==> src/rtl/vga_sync_decoder_pkg.sv <==
// Shared types, constants and the CRC step function for the VGA sync decoder.
package vga_sync_decoder_pkg;

    typedef enum logic [1:0] {
        SEARCH  = 2'd0,
        MEASURE = 2'd1,
        LOCKED  = 2'd2
    } state_t;

    localparam logic [15:0] CRC_POLY = 16'h1021;
    localparam logic [15:0] CRC_INIT = 16'hFFFF;

    // 640x480 raster defaults
    localparam int unsigned DEF_H_ACTIVE = 640;
    localparam int unsigned DEF_V_ACTIVE = 480;
    localparam int unsigned DEF_H_START  = 144;
    localparam int unsigned DEF_V_START  = 35;

    // One clock of CRC-16-CCITT over 12 data bits, MSB first
    function automatic logic [15:0] crc16_step12(input logic [15:0] crc, input logic [11:0] data);
        logic [15:0] c;
        logic        fb;
        c = crc;
        for (int unsigned i = 0; i < 12; i++) begin
            fb = c[15] ^ data[11 - i];
            c  = {c[14:0], 1'b0} ^ (fb ? CRC_POLY : 16'h0000);
        end
        return c;
    endfunction

endpackage

==> src/rtl/vga_sync_decoder_crc16.sv <==
// 12-bit-per-clock CRC-16-CCITT accumulator with synchronous init and enable.
module vga_rx_crc16
    import vga_sync_decoder_pkg::*;
(
    input  logic        clk_25,
    input  logic        reset,
    input  logic        init,
    input  logic        en,
    input  logic [11:0] data,
    output logic [15:0] crc
);

    // Init restarts the accumulation; an enabled word on the init cycle is folded into the fresh seed
    always_ff @(posedge clk_25 or posedge reset) begin
        if (reset) begin
            crc <= CRC_INIT;
        end else if (init && en) begin
            crc <= crc16_step12(CRC_INIT, data);
        end else if (init) begin
            crc <= CRC_INIT;
        end else if (en) begin
            crc <= crc16_step12(crc, data);
        end
    end

endmodule

==> src/rtl/vga_sync_decoder.sv <==
// Receive-side VGA raster decoder: measures line/frame timing, locks onto a
// stable raster and recovers col/row/disp_ena aligned with the pixel data.
// Optional per-frame active-pixel CRC: define VGA_SYNC_DECODER_CRC_EN.
module vga_sync_decoder
    import vga_sync_decoder_pkg::*;
#(
    parameter int unsigned H_ACTIVE    = DEF_H_ACTIVE,
    parameter int unsigned V_ACTIVE    = DEF_V_ACTIVE,
    parameter int unsigned H_START     = DEF_H_START,
    parameter int unsigned V_START     = DEF_V_START,
    parameter logic        H_POL       = 1'b0,
    parameter logic        V_POL       = 1'b0,
    parameter int unsigned LOCK_FRAMES = 2,
    parameter int unsigned CNT_W       = 12
)(
    input  logic             clk_25,
    input  logic             reset,
    input  logic             h_sync,
    input  logic             v_sync,
    input  logic [3:0]       red,
    input  logic [3:0]       green,
    input  logic [3:0]       blue,
    output logic             locked,
    output logic             disp_ena,
    output logic [CNT_W-1:0] col,
    output logic [CNT_W-1:0] row,
    output logic [11:0]      rgb_out,
    output logic [CNT_W-1:0] h_total,
    output logic [CNT_W-1:0] v_total,
    output logic             frame_start,
    output logic             timing_err,
    output logic [15:0]      frame_crc,
    output logic             crc_valid
);

    localparam logic [CNT_W-1:0] H_LO = CNT_W'(H_START);
    localparam logic [CNT_W-1:0] H_HI = CNT_W'(H_START + H_ACTIVE);
    localparam logic [CNT_W-1:0] V_LO = CNT_W'(V_START);
    localparam logic [CNT_W-1:0] V_HI = CNT_W'(V_START + V_ACTIVE);
    localparam logic [CNT_W-1:0] ONE  = CNT_W'(1);

    logic             h_r, h_prev, v_r, v_prev;
    logic [11:0]      rgb_r;
    logic [CNT_W-1:0] hcnt, vcnt, hcnt_nx, vcnt_nx;
    logic [CNT_W-1:0] cur_line, v_new, line_ref, prev_h, prev_v;
    logic             v_pend, h_seen, first_pending, frame_bad;
    logic             h_edge, v_edge, fs_evt, h_sat;
    logic             consistent, frame_match, lock_fault, act;
    logic [3:0]       match_cnt, match_inc;
    state_t           state;

    // Register the pins once; sync registers rest at their inactive level
    always_ff @(posedge clk_25 or posedge reset) begin
        if (reset) begin
            h_r    <= ~H_POL;
            h_prev <= ~H_POL;
            v_r    <= ~V_POL;
            v_prev <= ~V_POL;
            rgb_r  <= '0;
        end else begin
            h_r    <= h_sync;
            h_prev <= h_r;
            v_r    <= v_sync;
            v_prev <= v_r;
            rgb_r  <= {red, green, blue};
        end
    end

    // Edge detection, next counter values and lock qualification terms.
    // hcnt_nx/vcnt_nx give the position of the pixel currently held in rgb_r,
    // which is what keeps pin-to-output latency at two clocks.
    always_comb begin
        h_edge     = (h_r == H_POL) && (h_prev != H_POL);
        v_edge     = (v_r == V_POL) && (v_prev != V_POL);
        fs_evt     = h_edge && (v_pend || v_edge);
        h_sat      = (hcnt == '1) && !h_edge;
        cur_line   = hcnt + ONE;
        v_new      = vcnt + ONE;
        hcnt_nx    = h_edge ? '0 : ((hcnt == '1) ? hcnt : cur_line);
        if (!h_edge)
            vcnt_nx = vcnt;
        else if (fs_evt)
            vcnt_nx = '0;
        else
            vcnt_nx = (vcnt == '1) ? vcnt : v_new;
        consistent  = !frame_bad && !first_pending && h_seen && (cur_line == line_ref);
        frame_match = consistent && (cur_line != '0) && (v_new != '0) &&
                      (cur_line == prev_h) && (v_new == prev_v);
        lock_fault  = h_edge && h_seen &&
                      ((cur_line != prev_h) || (fs_evt && (v_new != prev_v)));
        match_inc   = match_cnt + 4'd1;
        act         = locked && (hcnt_nx >= H_LO) && (hcnt_nx < H_HI) &&
                      (vcnt_nx >= V_LO) && (vcnt_nx < V_HI);
    end

    // Line/frame counters, measured totals and per-frame line consistency
    always_ff @(posedge clk_25 or posedge reset) begin
        if (reset) begin
            hcnt          <= '0;
            vcnt          <= '0;
            v_pend        <= 1'b0;
            h_seen        <= 1'b0;
            h_total       <= '0;
            v_total       <= '0;
            frame_start   <= 1'b0;
            line_ref      <= '0;
            first_pending <= 1'b1;
            frame_bad     <= 1'b1;
        end else begin
            hcnt        <= hcnt_nx;
            vcnt        <= vcnt_nx;
            frame_start <= fs_evt;
            if (fs_evt)
                v_pend <= 1'b0;
            else if (v_edge)
                v_pend <= 1'b1;
            if (h_edge) begin
                h_total <= cur_line;
                h_seen  <= 1'b1;
                if (fs_evt) begin
                    v_total       <= v_new;
                    first_pending <= 1'b1;
                    frame_bad     <= 1'b0;
                end else if (first_pending) begin
                    line_ref      <= cur_line;
                    first_pending <= 1'b0;
                    if (!h_seen)
                        frame_bad <= 1'b1;
                end else if (!h_seen || (cur_line != line_ref)) begin
                    frame_bad <= 1'b1;
                end
            end else if (h_sat) begin
                h_seen <= 1'b0;
            end
        end
    end

    // Lock FSM: SEARCH -> MEASURE -> LOCKED, stepped at frame starts
    always_ff @(posedge clk_25 or posedge reset) begin
        if (reset) begin
            state      <= SEARCH;
            match_cnt  <= '0;
            prev_h     <= '0;
            prev_v     <= '0;
            locked     <= 1'b0;
            timing_err <= 1'b0;
        end else begin
            timing_err <= 1'b0;
            if (h_sat) begin
                if (state == LOCKED)
                    timing_err <= 1'b1;
                state     <= SEARCH;
                locked    <= 1'b0;
                match_cnt <= '0;
            end else begin
                case (state)
                    SEARCH: begin
                        if (fs_evt) begin
                            state     <= MEASURE;
                            prev_h    <= '0;
                            prev_v    <= '0;
                            match_cnt <= '0;
                        end
                    end
                    MEASURE: begin
                        if (fs_evt) begin
                            prev_h <= cur_line;
                            prev_v <= v_new;
                            if (frame_match) begin
                                match_cnt <= match_inc;
                                if (match_inc == 4'(LOCK_FRAMES)) begin
                                    state  <= LOCKED;
                                    locked <= 1'b1;
                                end
                            end else begin
                                match_cnt <= '0;
                            end
                        end
                    end
                    LOCKED: begin
                        if (lock_fault) begin
                            timing_err <= 1'b1;
                            locked     <= 1'b0;
                            state      <= MEASURE;
                            match_cnt  <= '0;
                            if (fs_evt) begin
                                prev_h <= cur_line;
                                prev_v <= v_new;
                            end
                        end
                    end
                    default: begin
                        state  <= SEARCH;
                        locked <= 1'b0;
                    end
                endcase
            end
        end
    end

    // Recovered position and gated pixel data
    always_ff @(posedge clk_25 or posedge reset) begin
        if (reset) begin
            disp_ena <= 1'b0;
            col      <= '0;
            row      <= '0;
            rgb_out  <= '0;
        end else begin
            disp_ena <= act;
            col      <= act ? (hcnt_nx - H_LO) : '0;
            row      <= act ? (vcnt_nx - V_LO) : '0;
            rgb_out  <= act ? rgb_r : '0;
        end
    end

`ifdef VGA_SYNC_DECODER_CRC_EN
    logic [15:0] crc_cur;
    logic        crc_frame_ok;

    vga_rx_crc16 u_crc (
        .clk_25 (clk_25),
        .reset  (reset),
        .init   (frame_start),
        .en     (disp_ena),
        .data   (rgb_out),
        .crc    (crc_cur)
    );

    // Publish the CRC of a frame only if lock held from its start to its end
    always_ff @(posedge clk_25 or posedge reset) begin
        if (reset) begin
            frame_crc    <= '0;
            crc_valid    <= 1'b0;
            crc_frame_ok <= 1'b0;
        end else begin
            crc_valid <= 1'b0;
            if (frame_start) begin
                crc_frame_ok <= locked;
                if (crc_frame_ok && locked) begin
                    frame_crc <= crc_cur;
                    crc_valid <= 1'b1;
                end
            end else if (!locked) begin
                crc_frame_ok <= 1'b0;
            end
        end
    end
`else
    assign frame_crc = '0;
    assign crc_valid = 1'b0;
`endif

endmodule

==> config.mk <==
export PLATFORM = sky130hd
export DESIGN_NAME = vga_sync_decoder
export DESIGN_NICKNAME = d
export VERILOG_FILES = /design/src/rtl/vga_sync_decoder_pkg.sv /design/src/rtl/vga_sync_decoder_crc16.sv /design/src/rtl/vga_sync_decoder.sv
export SDC_FILE = /design/constraint.sdc
export NUM_CORES = 1
export LEC_CHECK = 0
export CAP_MARGIN = 20
export CORE_AREA = 2 2 126 128
export DETAILED_ROUTE_END_ITERATION = 7
export DIE_AREA = 0 0 128 130
export PLACE_DENSITY_LB_ADDON = 0.25
export SYNTH_ARGS = -nofsm -noshare
export SYNTH_HDL_FRONTEND = slang
export SYNTH_SLANG_ARGS = --single-unit
export TNS_END_PERCENT = 5
==> constraint.sdc <==
create_clock -name clk_25 -period 7.18 [get_ports clk_25]
set_input_delay 1.436 -clock clk_25 [delete_from_list [all_inputs] [get_ports clk_25]]
set_output_delay 1.436 -clock clk_25 [all_outputs]
set_load 0.005 [all_outputs]
==> results.yml, run 1 <==
status:
  outcome: "completed"
worst_setup_path:
  arrival_ns: 5.08
  crit_path_max_fanout: 20
  cp.required_ns: 7.51
  end_kind: "flop"
  path_class: "reg -> reg"
  crit_path_start_kind: "flop"
die:
  initial_utilization_pct: 55.1
  die_h_um: 130
  rows: 46
  core_area_mm2: 0.0154
  die_x_um: 128
  dieArea_mm2: 0.0166
  pin_count: 97
cts:
  cts_tree: "built"
  cts.repair.resized: 0
  cts-root-buf: "clkbuf_16"
  insertion_delay_ns: 0.43
  cts.path.max_buffers: 2
  cts-hold-fix-buffers: 0
  cts_made_buffers: 17
  htree_levels: 4
  cts_setup_buffers: 0
  clkSinkCount: 150
  path_clk_slew_ns: 0.07
drt:
  vias: 6676
  met2_length_um: 8510
  ant_nets: 0
  wl_per_cell_um: 17.8
  wl_met1_um: 9630
  firstDrtPassIters: 5
  vias_per_cell: 5.89
  met3_length_um: 1570
  drtIter0Drc: 593
  top_layer_used: "met4"
  drc: 0
  wl_um: 20100
sta:
  max_freq_ghz: 0.211
  holdWs_ns: 0.368
  worst_slack_ns: 2.44
  tns_ns: 0
  worst_slew_pin_slew_ns: 0.984
  finalSetupViolCount: 0
  layout_min_cycle_time_ns: 4.74
  rsz0062_at_grt: "no"
  slew_violations: 0
  fin_skew_ns: 0.00925
  finalCritPeriodShare_pct: 66.1
  slew_headroom_pct: 33.8
  hold_viol: 0
cells_and_area:
  final_net_count: 955
  antennaDiodeCount: 0
  final_util_pct: 64.0
  fin_cells: 1133
  syn_to_final_growth_pct: 16.0
  num-fill-cells: 1234
  drive_gt1_share_pct: 10.5
  most-common-layout-cells: "dfrtp_1, nand2_1, clkdlybuf4s50_1, nor2_1, o21ai_0"
  layout_commonest_cell: "dfrtp_1"
global_route:
  grt-ovfl-total: 0
  grt_pass1_wl_um: 32800
  grt_max_degree: 108
  grt.total_usage_pct: 25.1
  grt_pass1_vias: 6186
  antenna_found_initial: 0
placement:
  gp_congestion: 0.910
  portBuffers: 79
  dp_slack_ns: 2.32
  post-dp-hpwl_um: 13900
  dp.cells: 1100
synth:
  syn-instance-count: 881
  ys.flop_type: "dfrtp_1"
  ys_async_sr_fraction_pct: 100
  synth_cell_type_count: 89
  syn_area_per_cell_um2: 9.65
  yosysSeqAreaShare_pct: 44.2
  netlist_area_mm2: 0.00850
  synth_edf_count: 0
  ys_warn_count: 0
  synth_seq_cells: 150
power:
  powerDensity_mw_per_mm2: 255
  p_leak_nw: 4.35
  vdd_drop_max_mv: 0.198
job:
  cap_violations: 0
worst_hold_path:
  hp-class: "reg -> reg"
==> power by group <==
part	internal [mW]	total [mW]	switching [mW]
sequential	0.912	0.984	0.0723
clock	0.566	0.948	0.382
combinational	0.264	0.585	0.321
total	1.74	2.52	0.776
==> logic make-up (layout without fill, tap and decap cells) <==
group / count (synthesis) / in the layout / share of synthesized area (%)
XOR/XNOR: 64 / 64 / 7.41
AND/OR/NAND/NOR: 318 / 318 / 20.5
multiplexers: 30 / 30 / 4.50
buffers and inverters: 116 / 159 / 6.87
adder cells (fa/ha/maj): 11 / 11 / 1.62
flip-flops: 150 / 150 / 44.2
AO/OA/AOI/OAI: 191 / 191 / 14.8
other: 1 / 18 / 0.0441
==> metal layers <==
layer	GRT usage, %	vias up
met2	35.3	283
met4	9.24	0
li1	-	3146
met3	6.40	39
met5	0	-
met1	37.6	3208
==> worst max-delay path, cell delays in order, from the launching register on <==
cell	delay [ns]
dfrtp_1	0.66
ha_1	0.47
nand3_2	0.25
or4_1	0.84
a21oi_1	0.43
inv_1	0.09
ha_1	0.25
a21oi_1	0.13
nor2_1	0.09
a31oi_1	0.28
o2111ai_1	0.19
a211o_1	0.48
buf_8	0.26
nor4_1	0.21
==> metrics by stage <==
| stage | total power, mW | cell area [µm²] |
|---|---|---|
| floorplan | 1.44 | 8570 |
| global placement | 1.57 | 9230 |
| detailed placement | 1.58 | 9230 |
| CTS | 2.53 | 9850 |
| global route | 2.63 | 9870 |
| finish | 2.52 | 9870 |
==> cells in the mapped netlist (all sizes together) (4+ instances only) <==
cell type  instances  share of area (%)
and3              10               0.79
inv               40                1.8
ha                11                1.6
o2111ai           10                1.1
a21oi             41                2.4
o21ai             65                3.8
nor2b             33                2.4
mux2i              9                1.1
dfrtp            144                 42
o31ai              4               0.35
nor4              14                1.6
xor2              17                1.8
and2               8               0.59
xnor2             43                4.6
nand4             15                1.5
mux2              21                3.4
nand3             22                1.5
o31a               4               0.41
a2111oi            4               0.56
o211ai             7               0.68
nor2              69                3.2
nor3              16                1.1
a31oi             15                1.3
or3                4               0.29
or4                8               0.71
buf               52                4.0
dfstp              6                1.9
nand2b             8               0.59
a211oi             5               0.44
nand2             90                4.0
nor3b              5               0.50
clkbuf            24                1.1
xnor3              4                1.1
==> final cells by class <==
cell class	count	area [µm²]	share of cell area (%)
multi-input cells	632	4230	42.8
flip-flops and latches	150	3760	38.1
clock inverters	14	188	1.90
inverters	40	155	1.57
clock buffers	18	439	4.45
well taps	192	240	2.43
repair buffers	87	858	8.70
==> worst paths after layout <==
path	startpoint	end	slack, ns	cells past startpoint
hold reg to reg	v_r	v_prev	0.37	0
hold / removal	v_r	v_prev	0.37	0
max in group asynchronous	reset	line_ref[1]	4.52	3
setup / recovery	hcnt[0]	col[7]	2.44	13
setup reg to reg	hcnt[0]	col[7]	2.44	13
min in group asynchronous	reset	rgb_r[11]	1.58	2
Note: power is estimated with default switching activity, not from simulation.
==> run 2, diff against run 1 <==
==> constraint.sdc (replaced) <==
create_clock -name clk_25 -period 4.8 [get_ports clk_25]
set_input_delay 0.96 -clock clk_25 [delete_from_list [all_inputs] [get_ports clk_25]]
set_output_delay 0.96 -clock clk_25 [all_outputs]
set_load 0.005 [all_outputs]
==> run 2 against run 1 <==
Clock skew increased by 0.0014 ns. Core utilization is essentially flat. Sequential cell count is the same. Die area did not move. Fmax rose by 13%. Non-clock buffer count grew 4. Critical path depth unchanged. Worst hold slack improved by 0.0048 ns. Register-to-register slack lost 1.8 ns. Global-route usage grew 0.71 points. Sequential power increased by 49%. Cell count is 0.35% higher. Largest power group unchanged. Highest routed layer unchanged.
==> results.yml, run 2 (synthesis results as in run 1) <==
status:
  outcome: "completed"
cells_and_area:
  num-fill-cells: 1273
  fin_area_mm2: 0.00987
  drive_gt1_share_pct: 10.9
  antennaDiodeCount: 0
  final_net_count: 959
  multiInputGateArea_mm2: 0.00423
  most-common-layout-cells: "dfrtp_1, nand2_1, clkdlybuf4s50_1, nor2_1, o21ai_0"
  syn_to_final_growth_pct: 16.1
  layout_commonest_cell: "dfrtp_1"
  seq_area_mm2: 0.00376
global_route:
  grt_max_degree: 79
  grt_pass1_wl_um: 33600
  grt.total_usage_pct: 25.8
  antenna_found_initial: 0
  grt-ovfl-total: 0
  grt_pass1_vias: 6286
sta:
  max_freq_ghz: 0.238
  fin_skew_ns: 0.0107
  worst_slew_pin_slew_ns: 0.945
  hold_viol: 0
  finalSetupViolCount: 0
  slew_headroom_pct: 36.5
  tns_ns: 0
  slew_violations: 0
  finalCritPeriodShare_pct: 87.5
  rsz0062_at_grt: "no"
  layout_min_cycle_time_ns: 4.20
  worst_slack_ns: 0.598
worst_setup_path:
  crit_chain: "ha_1 > nand3_2 > or4_1 > a21oi_1 > inv_1 > ha_1 > a21oi_1 > nor2_1 > a31oi_1 > o2111ai_1 > a211o_1 > buf_16 > a211oi_1"
  worst-path-buf-inv: 2
  cp.required_ns: 5.12
  crit_path_max_fanout: 25
  end_kind: "flop"
  arrival_ns: 4.52
  slowest_delay_ns: 0.62
  crit_path_start_kind: "flop"
  path_class: "reg -> reg"
  slowest_stage: "or4_1"
  crit_family: "compound AO/OA/AOI/OAI gates"
drt:
  drc: 0
  met3_length_um: 1690
  met2_length_um: 9170
  vias: 6724
  wl_um: 20700
  wl_met1_um: 9500
  ant_nets: 0
  drtIter0Drc: 540
  vias_per_cell: 5.91
  top_layer_used: "met4"
  wl_per_cell_um: 18.2
  firstDrtPassIters: 6
die:
  die_x_um: 128
  dieArea_mm2: 0.0166
  rows: 46
  pin_count: 97
  die_h_um: 130
  initial_utilization_pct: 55.1
  core_area_mm2: 0.0154
cts:
  cts.path.max_buffers: 2
  cts-root-buf: "clkbuf_16"
  cts.repair.resized: 0
  path_clk_slew_ns: 0.07
  cts_setup_buffers: 0
  htree_levels: 4
  cts-hold-fix-buffers: 0
  cts_made_buffers: 17
  insertion_delay_ns: 0.43
  cts_tree: "built"
  clkSinkCount: 150
power:
  powerDensity_mw_per_mm2: 372
  vdd_drop_max_mv: 0.270
  p_leak_nw: 4.35
placement:
  post-dp-hpwl_um: 14300
  place_area_mm2: 0.00927
  gp_congestion: 0.916
  portBuffers: 79
  dp_slack_ns: 0.401
worst_hold_path:
  hp-class: "reg -> reg"
job:
  cap_violations: 0
[run 2: cell count changes in the layout (fill, tap and decap cells not counted), sizes merged]
cell      previous run  this run
clkinvlp             3         4
buf                  8        12
clkinv               1         3
inv                 47        46
bufinv               3         1
[run 2: area by class of cell]
cell class              count  area share, %
clock buffers              18           4.45
clock inverters            14           1.41
inverters                  40           1.56
multi-input cells         632           42.8
flip-flops and latches    150           38.1
well taps                 192           2.43
repair buffers             91           9.25
[run 2: worst register-to-register path, delay by kind of cell (launching register included)]
family	cells	cell delay, ns
flip-flops	1	0.47
buffers and inverters	2	0.33
AND/OR/NAND/NOR	3	0.94
adder cells (fa/ha/maj)	2	0.71
AO/OA/AOI/OAI	6	1.64
[run 2: per-stage QoR]
stage / instances / hold slack (ns) / util [%] / total power [mW]
after floorplan: 898 / 0.354 / - / 2.15
after global placement: 1104 / 0.359 / 60.1 / 2.35
after detailed placement: 1104 / 0.363 / 60.1 / 2.37
after CTS: 1136 / 0.373 / 63.8 / 3.68
after global routing: 1137 / 0.378 / 64.0 / 3.84
final: 1137 / 0.372 / 64.0 / 3.67
[run 2: final timing paths]
kind	depth (start not counted)	endpoint	from	slack, ns
setup / recovery	13	col[3]	hcnt[1]	0.60
hold / removal	0	v_prev	v_r	0.37
setup reg to reg	13	col[3]	hcnt[1]	0.60
hold reg to reg	0	v_prev	v_r	0.37
max in group asynchronous	3	h_prev	reset	2.81
min in group asynchronous	2	prev_v[6]	reset	1.05
[run 2: power breakdown]
| group | switching [mW] | total [mW] | internal [mW] |
|---|---|---|---|
| clock | 0.578 | 1.32 | 0.740 |
| combinational | 0.482 | 0.880 | 0.397 |
| sequential | 0.108 | 1.47 | 1.36 |
[run 2: per-layer routing]
metal,GRT usage [%],up-vias
met5,0,-
met4,7.89,0
met3,6.60,26
met2,38.0,325
met1,37.9,3220
li1,-,3153
==> run 3, diff against run 2 <==
--- a/config.mk
+++ b/config.mk
@@ -5,10 +5,12 @@
 export SDC_FILE = /design/constraint.sdc
 export NUM_CORES = 1
 export LEC_CHECK = 0
+export ABC_CLOCK_PERIOD_IN_PS = 4800
 export CAP_MARGIN = 20
-export CORE_AREA = 2 2 126 128
+export CORE_AREA = 2 2 115 139
+export CTS_CLUSTER_SIZE = 8
 export DETAILED_ROUTE_END_ITERATION = 7
-export DIE_AREA = 0 0 128 130
+export DIE_AREA = 0 0 117 141
 export PLACE_DENSITY_LB_ADDON = 0.25
 export SYNTH_ARGS = -nofsm -noshare
 export SYNTH_HDL_FRONTEND = slang
==> run 3 against run 2 <==
Critical path depth is 1 higher. Total power is 0.81% lower. Combinational power is 0.9% higher. Largest power group unchanged. Non-clock buffer count is 1 higher. Sequential power hardly changed. Worst hold slack worse by 0.0041 ns. Cell count is 1.4% higher. Count of clock-buffer cells in the layout is 1 lower. Clock power is 3% lower. Setup slack better by 0.025 ns. Sequential cell count stayed put. Fmax is 0.59% higher.
==> results.yml, run 3 (synthesis results as in run 1) <==
drt:
  firstDrtPassIters: 5
  vias: 6720
  vias_per_cell: 5.83
  drtIter0Drc: 424
  wl_per_cell_um: 18.1
  ant_nets: 0
  drc: 0
  wl_um: 20800
cts:
  clkSinkCount: 150
  path_clk_slew_ns: 0.07
  insertion_delay_ns: 0.43
  cts-hold-fix-buffers: 0
  cts.repair.resized: 0
  cts.path.max_buffers: 2
  cts_made_buffers: 17
  cts_tree: "built"
  cts-root-buf: "clkbuf_16"
  htree_levels: 4
  cts_setup_buffers: 0
global_route:
  grt_pass1_vias: 6341
  grt_pass1_wl_um: 33400
  antenna_found_initial: 0
  grt-ovfl-total: 0
  grt_max_degree: 92
  grt.total_usage_pct: 26.3
placement:
  gp_congestion: 0.945
  portBuffers: 79
  place_area_mm2: 0.00930
  post-dp-hpwl_um: 14700
  dp.cells: 1122
cells_and_area:
  final_net_count: 960
  antennaDiodeCount: 0
  syn_to_final_growth_pct: 16.0
  most-common-layout-cells: "dfrtp_1, nand2_1, clkdlybuf4s50_1, nor2_1, o21ai_0"
  layout_commonest_cell: "dfrtp_1"
  fin_cells: 1153
  drive_gt1_share_pct: 10.9
  fin_area_mm2: 0.00986
  num-fill-cells: 1226
worst_setup_path:
  arrival_ns: 4.53
  end_kind: "flop"
  crit_path_max_fanout: 23
  cp.required_ns: 5.15
  crit_path_start_kind: "flop"
  path_class: "reg -> reg"
power:
  internal_power_mw: 2.45
  powerDensity_mw_per_mm2: 369
  pwr-share-clk_pct: 35.2
  power.switching_mw: 1.19
  p_comb_share_pct: 24.4
  p_leak_nw: 4.34
  swShare_pct: 32.8
  seqPwrFrac_pct: 40.4
  vdd_drop_max_mv: 0.226
die:
  initial_utilization_pct: 55.5
  core_area_mm2: 0.0153
  die_x_um: 117
  die_h_um: 141
  pin_count: 97
  dieArea_mm2: 0.0165
  rows: 50
sta:
  holdWs_ns: 0.368
  slew_headroom_pct: 43.0
  finalCritPeriodShare_pct: 87.0
  layout_min_cycle_time_ns: 4.18
  rsz0062_at_grt: "no"
  max_freq_ghz: 0.239
  tns_ns: 0
  fin_skew_ns: 0.00601
  hold_viol: 0
  finalSetupViolCount: 0
  slew_violations: 0
  worst_slew_pin_slew_ns: 0.854
status:
  outcome: "completed"
worst_hold_path:
  hp-class: "reg -> reg"
job:
  cap_violations: 0
## run 3: cell types whose count changed in the layout (fill, tap and decap cells not counted)
| cell | before | now |
|---|---|---|
| inv_8 | 1 | 5 |
| buf_4 | 10 | 12 |
| clkinvlp_4 | 4 | 2 |
| inv_6 | 6 | 4 |
| buf_16 | 1 | 0 |
| bufinv_16 | 1 | 0 |
| clkbuf_8 | 1 | 0 |
| clkinv_8 | 0 | 1 |
## run 3: area by class of cell
class	count	area [µm²]	area share, %
clock buffer	17	425	4.31
clock inverter	14	138	1.40
inverter	40	154	1.56
multi-input combinational	632	4230	42.8
sequential	150	3760	38.1
tap	208	260	2.64
timing repair buffer	92	901	9.13
## run 3: final timing paths
check / slack (ns) / startpoint / cells after the start / end
max in group asynchronous: 3.01 / reset / 3 / h_r
worst max-delay path: 0.62 / hcnt[1] / 14 / row[3]
min in group asynchronous: 0.92 / reset / 2 / frame_start
worst min register to register: 0.37 / v_r / 0 / v_prev
worst max register to register: 0.62 / hcnt[1] / 14 / row[3]
worst min-delay path: 0.37 / v_r / 0 / v_prev
## run 3: through the flow
step	util, %	total power, mW	setup WS (ns)
after floorplan	-	2.15	1.23
after global placement	60.7	2.37	0.827
after detailed placement	60.7	2.38	0.685
after CTS	64.4	3.66	0.631
after global routing	64.4	3.82	0.266
final	64.4	3.64	0.623
## run 3: worst max-delay path, stage by stage (launching register included)
cell	delay [ns]
dfrtp_1	0.49
ha_1	0.47
nand3_2	0.25
or4_1	0.54
buf_4	0.21
a21oi_1	0.31
ha_1	0.20
nand2_1	0.05
nor3_1	0.15
nand3_1	0.09
nor4_1	0.34
o2111ai_1	0.14
a211o_1	0.42
buf_4	0.29
a21oi_1	0.13
## run 3: per-layer routing
metal  up-vias  share of wire (%)  GRT usage, %
met5         -                  0             0
met4         0                2.3          9.97
met1      3323                 41          34.0
li1       3149                  -             -
met2       208                 52          43.7
met3        40                4.3          4.82
## run 3: power groups by stage
stage | clock [mW] | combinational [mW] | sequential (mW)
global route | 1.36 | 0.972 | 1.49
global placement | 0 | 0.877 | 1.49
detailed placement | 0 | 0.885 | 1.49
floorplan | 0 | 0.705 | 1.45
CTS | 1.30 | 0.892 | 1.47
finish | 1.28 | 0.888 | 1.47
